`src/rtl/fp_sqrt_input_stage.sv`:
```
// ---------------------------------------------------------------------------
// fp_sqrt_input_stage
//
// Buffered front end of the square-root unit. Split floating-point operands
// are queued in a small FIFO, popped one at a time, denormals are normalised
// one bit per cycle, and the exponent is made even so the core always sees
// a radicand in [1,4) together with an even unbiased exponent.
//
// Ports:
//   clk, rst      rising-edge clock, asynchronous active-high reset
//   in_valid      operand present on the input bus
//   in_ready      FIFO has room (high whenever count != DEPTH)
//   in_exp        biased exponent (SP uses the low 8 bits)
//   in_mantisa    mantissa with hidden bit at the MSB, left-aligned
//   in_flags      000 denormal, 001 zero, 010 inf, 011 nan, 100 normal
//   in_type       0 single, 1 double precision
//   sign          operand sign, 1 = negative
//   out_valid     result registers hold an operand for the core
//   out_ready     core accepts the operand
//   out_exp       signed, unbiased, even exponent
//   out_mantisa   double-width radicand
//   out_flags     input encoding, or 111 for a negative operand
//   out_type      precision of the operand
//   out_sign      sign of the operand
//   start_sqrt    one-cycle pulse after a handshake on a normal operand
// ---------------------------------------------------------------------------
module fp_sqrt_input_stage #(
    parameter int IN_M_SIZE  = 53,
    parameter int OUT_M_SIZE = 106,   // must be 2*IN_M_SIZE
    parameter int EXP_SIZE   = 11,
    parameter int DEPTH      = 4      // power of 2, at least 2
) (
    input  logic                  clk,
    input  logic                  rst,
    input  logic                  in_valid,
    output logic                  in_ready,
    input  logic [EXP_SIZE-1:0]   in_exp,
    input  logic [IN_M_SIZE-1:0]  in_mantisa,
    input  logic [2:0]            in_flags,
    input  logic                  in_type,
    input  logic                  sign,
    output logic                  out_valid,
    input  logic                  out_ready,
    output logic [EXP_SIZE:0]     out_exp,
    output logic [OUT_M_SIZE-1:0] out_mantisa,
    output logic [2:0]            out_flags,
    output logic                  out_type,
    output logic                  out_sign,
    output logic                  start_sqrt
);

    localparam int PTR_W   = $clog2(DEPTH);
    localparam int CNT_W   = PTR_W + 1;
    localparam int ENTRY_W = IN_M_SIZE + EXP_SIZE + 5;
    localparam int WE_W    = EXP_SIZE + 2;

    localparam logic [2:0] FL_DENORM  = 3'b000;
    localparam logic [2:0] FL_ZERO    = 3'b001;
    localparam logic [2:0] FL_INF     = 3'b010;
    localparam logic [2:0] FL_NAN     = 3'b011;
    localparam logic [2:0] FL_NORMAL  = 3'b100;
    localparam logic [2:0] FL_SIGNERR = 3'b111;

    localparam logic signed [WE_W-1:0] BIAS_DP = WE_W'((1 << (EXP_SIZE - 1)) - 1);
    localparam logic signed [WE_W-1:0] BIAS_SP = WE_W'(127);
    localparam logic signed [WE_W-1:0] WE_ONE  = WE_W'(1);

    typedef enum logic [1:0] {
        S_IDLE,
        S_NORM,
        S_ALIGN,
        S_ISSUE
    } state_t;

    // FIFO storage and bookkeeping
    logic [ENTRY_W-1:0] r_mem [DEPTH];
    logic [PTR_W-1:0]   r_wrPtr;
    logic [PTR_W-1:0]   r_rdPtr;
    logic [CNT_W-1:0]   r_count;

    // Work registers for the operand being prepared
    state_t                  r_state;
    logic signed [WE_W-1:0]  r_wExp;
    logic [IN_M_SIZE-1:0]    r_wMant;
    logic [2:0]              r_wFlags;
    logic                    r_wType;
    logic                    r_wSign;

    // Output registers
    logic                  r_outValid;
    logic [EXP_SIZE:0]     r_outExp;
    logic [OUT_M_SIZE-1:0] r_outMant;
    logic [2:0]            r_outFlags;
    logic                  r_outType;
    logic                  r_outSign;
    logic                  r_startSqrt;

    logic                   w_push;
    logic                   w_pop;
    logic [ENTRY_W-1:0]     w_head;
    logic [IN_M_SIZE-1:0]   w_headMant;
    logic [EXP_SIZE-1:0]    w_headExp;
    logic [2:0]             w_headFlags;
    logic                   w_headType;
    logic                   w_headSign;
    logic signed [WE_W-1:0] w_headBiased;
    logic signed [WE_W-1:0] w_headBias;
    logic signed [WE_W-1:0] w_headUnb;
    logic                   w_isSignErr;
    logic                   w_isSpecial;
    logic [EXP_SIZE:0]      w_expMinusOne;
    logic [OUT_M_SIZE-1:0]  w_evenRad;
    logic [OUT_M_SIZE-1:0]  w_oddRad;

    assign in_ready = (r_count != CNT_W'(DEPTH));
    assign w_push   = in_valid & in_ready;
    assign w_pop    = (r_state == S_IDLE) && (r_count != '0);

    assign w_head      = r_mem[r_rdPtr];
    assign w_headMant  = w_head[IN_M_SIZE-1:0];
    assign w_headExp   = w_head[IN_M_SIZE +: EXP_SIZE];
    assign w_headFlags = w_head[IN_M_SIZE+EXP_SIZE +: 3];
    assign w_headType  = w_head[IN_M_SIZE+EXP_SIZE+3];
    assign w_headSign  = w_head[IN_M_SIZE+EXP_SIZE+4];

    // Unbiased exponent of the FIFO head. Single precision only looks at the
    // low 8 exponent bits; denormals take the minimum normal exponent and
    // lose one more per normalising shift later.
    always_comb begin
        w_headBiased = '0;
        w_headBias   = BIAS_DP;
        w_headUnb    = '0;
        if (w_headType) begin
            w_headBiased = {2'b00, w_headExp};
            w_headBias   = BIAS_DP;
        end else begin
            w_headBiased = {{(EXP_SIZE-6){1'b0}}, w_headExp[7:0]};
            w_headBias   = BIAS_SP;
        end
        if (w_headFlags == FL_DENORM) begin
            w_headUnb = WE_ONE - w_headBias;
        end else begin
            w_headUnb = w_headBiased - w_headBias;
        end
    end

    // A negative operand is an error unless it is a zero or a NaN; that case
    // takes priority over the plain inf/zero/nan pass-through.
    assign w_isSignErr   = r_wSign && (r_wFlags != FL_ZERO) && (r_wFlags != FL_NAN);
    assign w_isSpecial   = (r_wFlags == FL_ZERO) || (r_wFlags == FL_INF) || (r_wFlags == FL_NAN);
    assign w_expMinusOne = r_wExp[EXP_SIZE:0] - {{EXP_SIZE{1'b0}}, 1'b1};
    assign w_evenRad     = {1'b0, r_wMant, {(IN_M_SIZE-1){1'b0}}};
    assign w_oddRad      = {r_wMant, {IN_M_SIZE{1'b0}}};

    // FIFO payload write; the array itself needs no reset because the
    // pointers and count define which entries are live.
    always_ff @(posedge clk) begin
        if (w_push) begin
            r_mem[r_wrPtr] <= {sign, in_type, in_flags, in_exp, in_mantisa};
        end
    end

    // FIFO pointers and occupancy; a simultaneous push and pop leaves the
    // count unchanged.
    always_ff @(posedge clk or posedge rst) begin
        if (rst) begin
            r_wrPtr <= '0;
            r_rdPtr <= '0;
            r_count <= '0;
        end else begin
            if (w_push) begin
                r_wrPtr <= r_wrPtr + 1'b1;
            end
            if (w_pop) begin
                r_rdPtr <= r_rdPtr + 1'b1;
            end
            case ({w_push, w_pop})
                2'b10:   r_count <= r_count + 1'b1;
                2'b01:   r_count <= r_count - 1'b1;
                default: r_count <= r_count;
            endcase
        end
    end

    // Operand preparation FSM: pop, normalise, align, then hold the result
    // until the core takes it.
    always_ff @(posedge clk or posedge rst) begin
        if (rst) begin
            r_state     <= S_IDLE;
            r_wExp      <= '0;
            r_wMant     <= '0;
            r_wFlags    <= '0;
            r_wType     <= 1'b0;
            r_wSign     <= 1'b0;
            r_outValid  <= 1'b0;
            r_outExp    <= '0;
            r_outMant   <= '0;
            r_outFlags  <= '0;
            r_outType   <= 1'b0;
            r_outSign   <= 1'b0;
            r_startSqrt <= 1'b0;
        end else begin
            r_startSqrt <= 1'b0;
            case (r_state)
                S_IDLE: begin
                    if (w_pop) begin
                        r_wExp   <= w_headUnb;
                        r_wMant  <= w_headMant;
                        r_wFlags <= w_headFlags;
                        r_wType  <= w_headType;
                        r_wSign  <= w_headSign;
                        r_state  <= S_NORM;
                    end
                end

                S_NORM: begin
                    if ((r_wFlags == FL_DENORM) && !r_wMant[IN_M_SIZE-1]) begin
                        // An all-zero denormal would never find a leading one.
                        if (r_wMant == '0) begin
                            r_wFlags <= FL_ZERO;
                            r_state  <= S_ALIGN;
                        end else begin
                            r_wMant <= {r_wMant[IN_M_SIZE-2:0], 1'b0};
                            r_wExp  <= r_wExp - WE_ONE;
                        end
                    end else begin
                        r_state <= S_ALIGN;
                    end
                end

                S_ALIGN: begin
                    r_outType <= r_wType;
                    r_outSign <= r_wSign;
                    if (w_isSignErr || w_isSpecial) begin
                        r_outFlags <= w_isSignErr ? FL_SIGNERR : r_wFlags;
                        r_outExp   <= '0;
                        r_outMant  <= '0;
                    end else begin
                        r_outFlags <= FL_NORMAL;
                        // Odd exponents borrow one into the radicand, moving
                        // it from [1,2) to [2,4).
                        if (!r_wExp[0]) begin
                            r_outExp  <= r_wExp[EXP_SIZE:0];
                            r_outMant <= w_evenRad;
                        end else begin
                            r_outExp  <= w_expMinusOne;
                            r_outMant <= w_oddRad;
                        end
                    end
                    r_outValid <= 1'b1;
                    r_state    <= S_ISSUE;
                end

                S_ISSUE: begin
                    if (out_ready) begin
                        r_outValid  <= 1'b0;
                        r_startSqrt <= (r_outFlags == FL_NORMAL);
                        r_state     <= S_IDLE;
                    end
                end

                default: r_state <= S_IDLE;
            endcase
        end
    end

    assign out_valid   = r_outValid;
    assign out_exp     = r_outExp;
    assign out_mantisa = r_outMant;
    assign out_flags   = r_outFlags;
    assign out_type    = r_outType;
    assign out_sign    = r_outSign;
    assign start_sqrt  = r_startSqrt;

endmodule
```
`config.mk`:
```
export PLATFORM = sky130hd
export DESIGN_NAME = fp_sqrt_input_stage
export DESIGN_NICKNAME = d
export VERILOG_FILES = /design/src/rtl/fp_sqrt_input_stage.sv
export SDC_FILE = /design/constraint.sdc
export NUM_CORES = 1
export LEC_CHECK = 0
export ABC_AREA = 1
export CORE_UTILIZATION = 57
export DETAILED_ROUTE_END_ITERATION = 10
export GPL_ROUTABILITY_DRIVEN = 0
export MAX_ROUTING_LAYER = met4
export PLACE_DENSITY_LB_ADDON = 0.2
export SLEW_MARGIN = 10
export SYNTH_ARGS = -nofsm -noshare
export SYNTH_HDL_FRONTEND = slang
export SYNTH_SLANG_ARGS = --single-unit
```
`constraint.sdc`:
```
create_clock -name clk -period 6.9 [get_ports clk]
set_clock_uncertainty 0.2 [all_clocks]
set_input_delay 1.38 -clock clk [delete_from_list [all_inputs] [get_ports clk]]
set_output_delay 1.38 -clock clk [all_outputs]
set_load 0.05 [all_outputs]
```
---- After elaboration in Yosys (flattened, before gate mapping) ----
Memories as Yosys holds them, arrays and structs flattened.
Cells that the tools add are included.
cells by class
  add/sub/neg operators ................... 8
  $mul .................................... 0
  divide/modulo/power cells ............... 0
  $lt $le $gt $ge ......................... 0
  eq/ne operators ......................... 18
  shifts and indexed selects .............. 0
  multiplexer cells ....................... 33
  bitwise gates (word level) .............. 1
  reduce and logical (&&, ||, !) cells .... 21
operator list
  cell                                                count
  2-to-1 mux 106 bit                                  2
  2-to-1 mux 53 bit                                   3
  case mux 53 bit (2 select lines)                    1
  logical NOT 53 bit                                  1
  2-to-1 mux 13 bit                                   4
  case mux 13 bit (2 select lines)                    1
  2-to-1 mux 12 bit                                   2
  2-to-1 mux 3 bit                                    5
  subtractor 13 bit                                   1
  subtractor 13 x 2 -> 13 bit, second input constant  1
  subtractor 2 x 13 -> 13 bit, first input constant   1
  case mux 3 bit (2 select lines)                     2
  subtractor 12 x 1 -> 12 bit, second input constant  1
  2-to-1 mux 11 bit                                   1
  2-to-1 mux 10 bit                                   1
  != test 2 bit, second input constant                5
  2-to-1 mux 2 bit                                    4
  case mux 2 bit (4 select lines)                     1
  AND reduction 4 bit                                 2
  == test 2 bit, second input constant                3
  == test 3 x 2 -> 1 bit, second input constant       2
  logical NOT 3 bit                                   2
  != test 3 bit, second input constant                2
  nonzero test 2 bit                                  3
  18 further kinds                                    30
storage, ports and cells
  register bits ........................... 205
  latch bits .............................. 0
  bits in writable memories ............... 276
  bits in read-only memories .............. 0
  output and inout port bits .............. 126
  logic and storage cells ................. 98
  memories ................................ 1
memory list
  name   depth  bits a word  read ports  clocked after memory_dff  wr ports  line  source
  r_mem  4      69           1           0                         1         76    logic [ENTRY_W-1:0] r_mem [DEPTH];

---- Longest topological paths before layout ----
Gate-level depths: netlist (run 1).
An unclocked memory read counts as a cell.
  word-level depth ........................ 6
  mapped depth ............................ 17

---- Least setup slack after synthesis (run 1) ----
Ideal clock, no wire load.
  path kind ............................... input-to-reg
  start point ............................. input port in_valid
  end point ............................... memory r_mem[0][0] in the netlist's numbering, enable pin
  library setup time ...................... 0.497 ns
  arrival ................................. 4.482 ns
  required time ........................... 6.203 ns
  slack ................................... 1.721 ns
  cell stages on the path ................. 2
  buffers on the path ..................... 0
  path through ............................ nand2_1 > nor2_1
on the way
  cells in the longest elaborated chain, start to end .. 3
RTL lines
  element                                 line  source
  start, declared                         35    input logic in_valid,
  AND 1 bit                               116   assign w_push = in_valid & in_ready;
  2-to-1 mux 1 bit                        158   if (w_push) begin
  2-to-1 mux 1 bit (not written as such)  159   r_mem[r_wrPtr] <= {sign, in_type, in_flags, in_exp, in_mantisa};
  end, declared                           76
No other way between the ends.

---- Worst setup path after layout (run 1) ----
  start point ............................. input port in_valid
  end point ............................... memory r_mem[0][12] in the netlist's numbering, enable pin
Same word-level chain as after synthesis.

==> flow_summary.json, run 1 <==
{
  "cts.sinks": 427,
  "die_w_um": 183,
  "dp.cells": 2258,
  "final.min_clock_period_ps": 3740,
  "grt_pass1_wl_mm": 67.1,
  "numCtsBuffers": 44,
  "rsz0062_at_grt": "false",
  "worst_pin_slew_ps": 1200,
  "cpPeakStageDelay_ps": 790,
  "post_cts_resized": 0,
  "yosysWarnings": 0,
  "synthCells": 1765,
  "grt_usage_pct": 26.4,
  "synthFlopType": "edfxtp_1",
  "worstHoldStart": "out_flags[0]",
  "yosysUniqueCellTypes": 49,
  "fin_nets": 1957,
  "timing.final.crit_share_pct": 54.3,
  "hold_slack_ps": 271,
  "port_buffers": 145,
  "antenna_found_initial": 0,
  "critPathTopFamily": "buffers and inverters",
  "hp-class": "reg2reg",
  "clkPwrFrac_pct": 24.8,
  "ys_async_sr_fraction_pct": 35.4,
  "h-tree-depth": 2,
  "die_h_um": 183,
  "startpoint": "in_valid",
  "yosysMostFrequentCell": "nand2_1",
  "tns_ps": 0,
  "num_rows": 65,
  "synth.avg_cell_area_um2": 10.6,
  "internal_power_uw": 6580,
  "status": "finished, final reports clean",
  "hold_viol": 0,
  "drv_cap": 0,
  "total_power_uw": 11100,
  "grt_overflow_total": 0,
  "final_cell_count_no_fill": 2339,
  "grt_max_degree": 137,
  "clock_path_buffers": 3,
  "final_layout_size_suffix_gt1_share_pct": 7.67,
  "critPathArrivalTime_ps": 3720,
  "slew_violations": 0,
  "fmax_mhz": 267,
  "worst-path-max-fanout": 46,
  "drtPass1Iterations": 5,
  "worstSetupPathType": "in2reg",
  "setup_violations": 0,
  "power_density_nw_per_um2": 508,
  "synth_top_area_share_pct": 44.3,
  "drt_iter0_markers": 1291,
  "synthTopCellsByCount": "nand2_1, edfxtp_1, o21ai_0",
  "area_growth_syn_to_layout_pct": 16.6,
  "switching_share_pct": 40.6,
  "grt_pass1_vias": 12600,
  "critPathBufInv": 2,
  "post_cts_buffers": 0,
  "cp_slowest_cell": "nor2_4",
  "via_per_inst": 5.50,
  "wl_mm": 41.9,
  "synth_top_area_cell": "edfxtp_1",
  "n_antenna_cell": 0,
  "pwr-share-seq_pct": 35.1,
  "end_kind": "flop",
  "start_util_pct": 58.6,
  "cts_root_buf": "clkbuf_16",
  "p_comb_share_pct": 40.1,
  "r2r-start": "r_rdPtr[0]",
  "coreArea_um2": 31900,
  "path_cells": "clkdlybuf4s50_1, nand2_1, nor2_4, buf_4",
  "cts_hold_buf": 0,
  "maxSlewHeadroom_pct": 19.7,
  "utilization_pct": 68.4,
  "cts_tree": "done",
  "drc": 0,
  "pin_count": 199,
  "ant_nets": 0,
  "cp.required_ps": 6870,
  "die-area_um2": 33500,
  "synth_edf_count": 276,
  "routed-via-count": 12900,
  "p_switching_uw": 4500,
  "dp_hpwl_mm": 25.2,
  "netlist_top_cells_area": "edfxtp_1, dfrtp_1, nand2_1",
  "ys_seq_elements": 427,
  "p_leak_uw": 0.00856,
  "clkTransAtPathRegs_ps": 60,
  "vdd_drop_max_v": 0.000314,
  "wire_per_inst_um": 17.9,
  "worst_skew_pair.late_latency_ps": 550,
  "ys_seq_area_share_pct": 64.5,
  "startpoint_type": "input pin",
  "netlist_area_um2": 18700
}
power by group through the flow:
stage / clock network, uW / registers (uW) / logic [uW]
final: 2750 / 3890 / 4450
after global routing: 2880 / 3950 / 4930
after global placement: 0 / 3900 / 4290
after CTS: 2770 / 3880 / 4440
after floorplan: 0 / 4250 / 2980
after detailed placement: 0 / 3920 / 4400
layout by cell type (no fill, tap or decap), types with 5 or more instances in the layout:
cell / Yosys / routed
nand2_1: 523 / 522
edfxtp_1: 276 / 276
o21ai_0: 164 / 164
dfrtp_1: 151 / 149
clkdlybuf4s50_1: 0 / 145
inv_1: 89 / 87
o21ai_1: 83 / 83
a21oi_1: 69 / 69
nor2_1: 58 / 54
conb_1: 1 / 53
a32o_1: 51 / 51
clkbuf_16: 0 / 46
nand3_1: 30 / 30
inv_2: 24 / 24
nand4_1: 15 / 15
ha_1: 14 / 13
bufinv_16: 0 / 13
buf_4: 64 / 11
nand2_2: 9 / 10
xor2_1: 8 / 8
clkbuf_1: 44 / 8
nor2_4: 3 / 7
o22ai_1: 6 / 6
clkinv_2: 0 / 6
clkbuf_8: 0 / 5
sequential cells by signal, summed over array words and instances, names as in the netlist, 2 cells and up:
name and flops:
r_mem 276, out_flags 3, r_state 2, out_exp 11, r_wMant 53, r_wrPtr 2, out_mantisa 54, r_count 3
r_wExp 12, r_wFlags 3, r_rdPtr 2
area by class of cell:
cell class / instances / area (um2)
Sequential cell: 427 / 12100
Fill cell: 2345 / 10100
Multi-Input combinational cell: 1125 / 5490
Timing Repair Buffer: 156 / 1530
Clock buffer: 59 / 1250
Tap cell: 435 / 544
Clock inverter: 22 / 452
Inverter: 115 / 448
routing by layer:
layer	vias to the layer above	global-route usage [%]	share of wire (%)
met3	64	3.79	7.1
met5	-	-	0
met2	495	42.1	48
li1	6147	-	-
met4	0	7.53	2.0
met1	6163	35.7	43
worst register-to-register path, cell delays in order, from the launching register on:
cell and delay, ps:
dfrtp_4 790, buf_4 980, o21ai_0 260, o22ai_1 210, ha_1 270, nand3_1 100, inv_1 70, nand2_1 60
nand2_1 40, o21ai_1 220, nand3_1 100, nand2_1 110
cells by family after synthesis:
| kind of cell | Yosys count | synth area share [%] |
|---|---|---|
| simple gates | 656 | 14.3 |
| flops | 427 | 64.5 |
| compound gates | 388 | 12.1 |
| buf+inv | 265 | 7.36 |
| fa+ha+maj | 15 | 1.04 |
| xor+xnor | 11 | 0.515 |
| mux | 2 | 0.107 |
| other cells | 1 | 0.0201 |
through the flow:
step	cell area (um2)	setup slack, ps
5_1_grt	21800	3020
3_3_place_gp	20100	2560
3_5_place_dp	20100	2570
6_report	21800	3160
2_1_floorplan	18900	1260
4_1_cts	21800	3100
worst paths after layout:
kind                       cells past startpoint  slack [ps]      endpoint
min                                            1         270    start_sqrt
max                                            4        3160  r_mem[0][12]
min reg2reg                                    1         270    start_sqrt
max in group asynchronous                      3        4080   r_wMant[33]
min in group asynchronous                      2        1230  out_flags[1]
max reg2reg                                   11        3420     r_wExp[7]
No activity file was read; power rests on OpenSTA's default activity.
==> run 2: changes to the inputs <==
Clock period 6.9 ns to 3.49 ns, I/O delays scaled along.
==> flow_summary.json, run 2 (synthesized netlist as in run 1, its figures left out) <==
{
  "dp_hpwl_mm": 25.8,
  "ant_nets": 0,
  "wl_mm": 41.6,
  "via_per_inst": 5.57,
  "worst_pin_slew_ps": 1120,
  "drtPass1Iterations": 6,
  "cp_slowest_cell": "inv_4",
  "final_cell_count_no_fill": 2352,
  "maxSlewHeadroom_pct": 25.2,
  "routed-via-count": 13100,
  "final.min_clock_period_ps": 2920,
  "grt_usage_pct": 25.8,
  "vdd_drop_max_v": 0.000572,
  "timing.final.crit_share_pct": 83.7,
  "cts.sinks": 427,
  "largest_reg_flops": 276,
  "largest-register": "r_mem",
  "coreArea_um2": 31900,
  "pin_count": 199,
  "path_cells": "inv_1, ha_4, inv_2, o21ai_2, nand3_4, inv_4, nand2_1, o21ai_1",
  "final_common_cell": "nand2_1",
  "p_leak_uw": 0.00848,
  "final_layout_size_suffix_gt1_share_pct": 7.56,
  "clock_path_buffers": 3,
  "hp-class": "in2async",
  "wire_per_inst_um": 17.7,
  "area_growth_syn_to_layout_pct": 15.6,
  "cts_root_buf": "clkbuf_16",
  "status": "finished, final reports clean",
  "drt_iter0_markers": 1179,
  "total_power_uw": 21000,
  "n_antenna_cell": 0,
  "drv_cap": 0,
  "power_density_nw_per_um2": 973,
  "fin_nets": 1970,
  "critPathArrivalTime_ps": 3170,
  "num_rows": 65,
  "setup_violations": 0,
  "die_w_um": 183,
  "utilization_pct": 67.8,
  "hold_viol": 0,
  "layout_common_cells": "nand2_1, edfxtp_1, o21ai_0, dfrtp_1, clkdlybuf4s50_1",
  "worst_skew_pair.late_latency_ps": 550,
  "startpoint_type": "flop",
  "slew_violations": 0,
  "die_h_um": 183,
  "port_buffers": 145,
  "post_cts_resized": 0,
  "tns_ps": 0,
  "grt_pass1_wl_mm": 65.1,
  "fillCellCount": 2493,
  "start_util_pct": 58.6,
  "dp.cells": 2271,
  "fmax_mhz": 342,
  "cp.required_ps": 3740,
  "end_kind": "flop",
  "cpPeakStageDelay_ps": 860,
  "rsz0062_at_grt": "false",
  "cts_hold_buf": 0,
  "worstSetupPathType": "reg2reg",
  "grt_pass1_vias": 12200,
  "h-tree-depth": 2,
  "post_cts_buffers": 0,
  "grt_max_degree": 116,
  "antenna_found_initial": 1,
  "grt_overflow_total": 0,
  "drc": 0,
  "worst-path-max-fanout": 115,
  "clkTransAtPathRegs_ps": 60,
  "numCtsBuffers": 44,
  "die-area_um2": 33500,
  "cts_tree": "done"
}
==> run 2: worst max-delay path, delay by kind of cell (launching register included) <==
family / cells / cell delay (ps)
DFF: 1 / 400
and+or+nand+nor: 2 / 340
AOI/OAI and AO/OA: 2 / 400
buffers and inverters: 3 / 1170
adders and majority gates: 1 / 280
==> run 2: routing by layer <==
layer  up-vias  routed length, um  global-route usage [%]
met5         -                  0                       -
li1       6175                  -                       -
met2       526              19500                    40.2
met4         0               1350                    9.60
met1      6313              18000                    34.9
met3        91               2730                    3.49
==> run 2: power by group <==
group	switching [uW]	internal, uW
Combinational	6180	2770
Clock	1850	2590
Sequential	779	6860
Total	8810	12200
==> run 2: worst paths after layout <==
kind,slack [ps],startpoint,depth (start not counted),end
max in group asynchronous,2060,rst,3,out_mantisa[80]
min in group clk,270,out_type,2,out_type
worst min-delay path,270,rst,2,r_wMant[46]
worst max-delay path,570,r_state[1],8,r_wMant[39]
worst min register to register,270,out_type,2,out_type
worst max register to register,570,r_state[1],8,r_wMant[39]
==> run 2: final cells by class <==
| cell class | count | area (um2) | area share (%) |
|---|---|---|---|
| clock buffers | 59 | 1180 | 5.45 |
| clock inverters | 22 | 181 | 0.840 |
| inverters | 115 | 447 | 2.07 |
| multi-input cells | 1125 | 5490 | 25.4 |
| flip-flops and latches | 427 | 12100 | 55.9 |
| well taps | 435 | 544 | 2.52 |
| repair buffers | 169 | 1690 | 7.84 |
==> run 2: metrics by stage <==
stage,cell area [um2],setup slack [ps],hold slack [ps]
CTS,21600,564,274
finish,21600,570,267
global route,21600,291,274
floorplan,18900,-1340,250
global placement,20200,559,255
detailed placement,20200,564,261
==> run 3: changes to the inputs <==
Settings changed: CORE_UTILIZATION 57 to 51.
Clock period 3.49 ns to 2.66 ns, I/O delays scaled along.
==> flow_summary.json, run 3 (synthesized netlist as in run 1, its figures left out) <==
{
  "drv_cap": 0,
  "critPathArrivalTime_ps": 1800,
  "cts.sinks": 427,
  "pin_count": 199,
  "final_layout_size_suffix_gt1_share_pct": 8.50,
  "ant_nets": 0,
  "hold_slack_ps": 161,
  "wl_mm": 41.2,
  "r2r-start": "r_rdPtr[0]",
  "maxSlewHeadroom_pct": 34.9,
  "setup_violations": 0,
  "grt_usage_pct": 23.1,
  "total_power_uw": 27500,
  "drt_iter0_markers": 937,
  "die_h_um": 193,
  "port_buffers": 145,
  "h-tree-depth": 2,
  "coreArea_um2": 35800,
  "cts_hold_buf": 0,
  "critPathBufInv": 1,
  "slew_violations": 0,
  "end_kind": "output pin",
  "cts_root_buf": "clkbuf_16",
  "tns_ps": 0,
  "dp_hpwl_mm": 26.2,
  "fin_nets": 1982,
  "cp.required_ps": 1930,
  "power_density_nw_per_um2": 1260,
  "grt_max_degree": 105,
  "vdd_drop_max_v": 0.000872,
  "utilization_pct": 61.0,
  "path_cells": "clkdlybuf4s50_1",
  "timing.final.crit_share_pct": 95.4,
  "startpoint_type": "flop",
  "num_rows": 69,
  "die_w_um": 193,
  "area_growth_syn_to_layout_pct": 16.8,
  "place_area_um2": 20500,
  "largest_reg_flops": 276,
  "clock_path_buffers": 3,
  "layout_common_cells": "nand2_1, edfxtp_1, o21ai_0, dfrtp_1, clkdlybuf4s50_1",
  "routed-via-count": 12800,
  "numCtsBuffers": 43,
  "worstSetupPathType": "reg2out",
  "violations": "DRC",
  "final_common_cell": "nand2_1",
  "hp-class": "in2async",
  "post_cts_resized": 0,
  "hold_viol": 0,
  "clkTransAtPathRegs_ps": 60,
  "cts_tree": "done",
  "die-area_um2": 37400,
  "fin_area_um2": 21800,
  "post_cts_buffers": 0,
  "fmax_mhz": 394,
  "wire_per_inst_um": 17.2,
  "drtPass1Iterations": 10,
  "via_per_inst": 5.36,
  "worst_skew_pair.late_latency_ps": 540,
  "worst_pin_slew_ps": 977,
  "p_leak_uw": 0.00855,
  "rsz0062_at_grt": "false",
  "cpPeakStageDelay_ps": 840,
  "critPathTopFamily": "buffers and inverters",
  "startpoint": "out_exp[4]",
  "largest-register": "r_mem",
  "start_util_pct": 52.2,
  "grt_pass1_vias": 12400,
  "status": "complete, but fails checks",
  "antenna_found_initial": 2,
  "cp_slowest_cell": "clkdlybuf4s50_1",
  "final.min_clock_period_ps": 2540,
  "grt_pass1_wl_mm": 66.5,
  "drc": 23,
  "grt_overflow_total": 0,
  "worst-path-max-fanout": 2
}
-- run 3: cell count changes in the layout (fill, tap and decap cells not counted), moves of 2 or more --
cell and delta:
clkinv_4 +2, buf_4 +6, diode_2 +2, clkinvlp_4 +4, clkinv_1 -4, clkinv_2 -2, buf_12 +8
-- run 3: stage by stage --
| step | cells | setup WS [ps] |
|---|---|---|
| 2_1_floorplan | 1817 | -724 |
| 3_3_place_gp | 2310 | 267 |
| 3_5_place_dp | 2310 | 247 |
| 4_1_cts | 2390 | 93.7 |
| 5_1_grt | 2392 | 45.0 |
| 6_report | 2392 | 124 |
-- run 3: layout make-up --
cell class                      count  area, um2
Antenna cell                        2       5.00
Clock buffer                       59       1170
Clock inverter                     21        181
Fill cell                        2938      14000
Inverter                          115        447
Multi-Input combinational cell   1125       5500
Sequential cell                   427      12100
Tap cell                          461        577
Timing Repair Buffer              182       1890
-- run 3: final timing paths --
path | end | slack (ps) | cells past startpoint
min in group clk | start_sqrt | 270 | 1
worst max register to register | r_wExp[7] | 250 | 12
worst min register to register | start_sqrt | 270 | 1
worst max-delay path | out_exp[4] | 120 | 1
max in group asynchronous | out_mantisa[80] | 1380 | 4
worst min-delay path | start_sqrt | 160 | 2
-- run 3: routing by layer --
| layer | global-route usage [%] | up-vias | share of wire (%) |
|---|---|---|---|
| li1 | - | 6198 | - |
| met1 | 31.1 | 6222 | 45 |
| met2 | 37.5 | 349 | 48 |
| met3 | 3.03 | 48 | 4.9 |
| met4 | 5.87 | 0 | 2.0 |
| met5 | - | - | 0 |
-- run 3: report_power, final --
| group | total [uW] | leakage, uW | switching, uW | internal, uW |
|---|---|---|---|---|
| clock | 5720 | 0.000646 | 2430 | 3290 |
| combinational | 11800 | 0.00345 | 8040 | 3810 |
| sequential | 9970 | 0.00445 | 974 | 8990 |
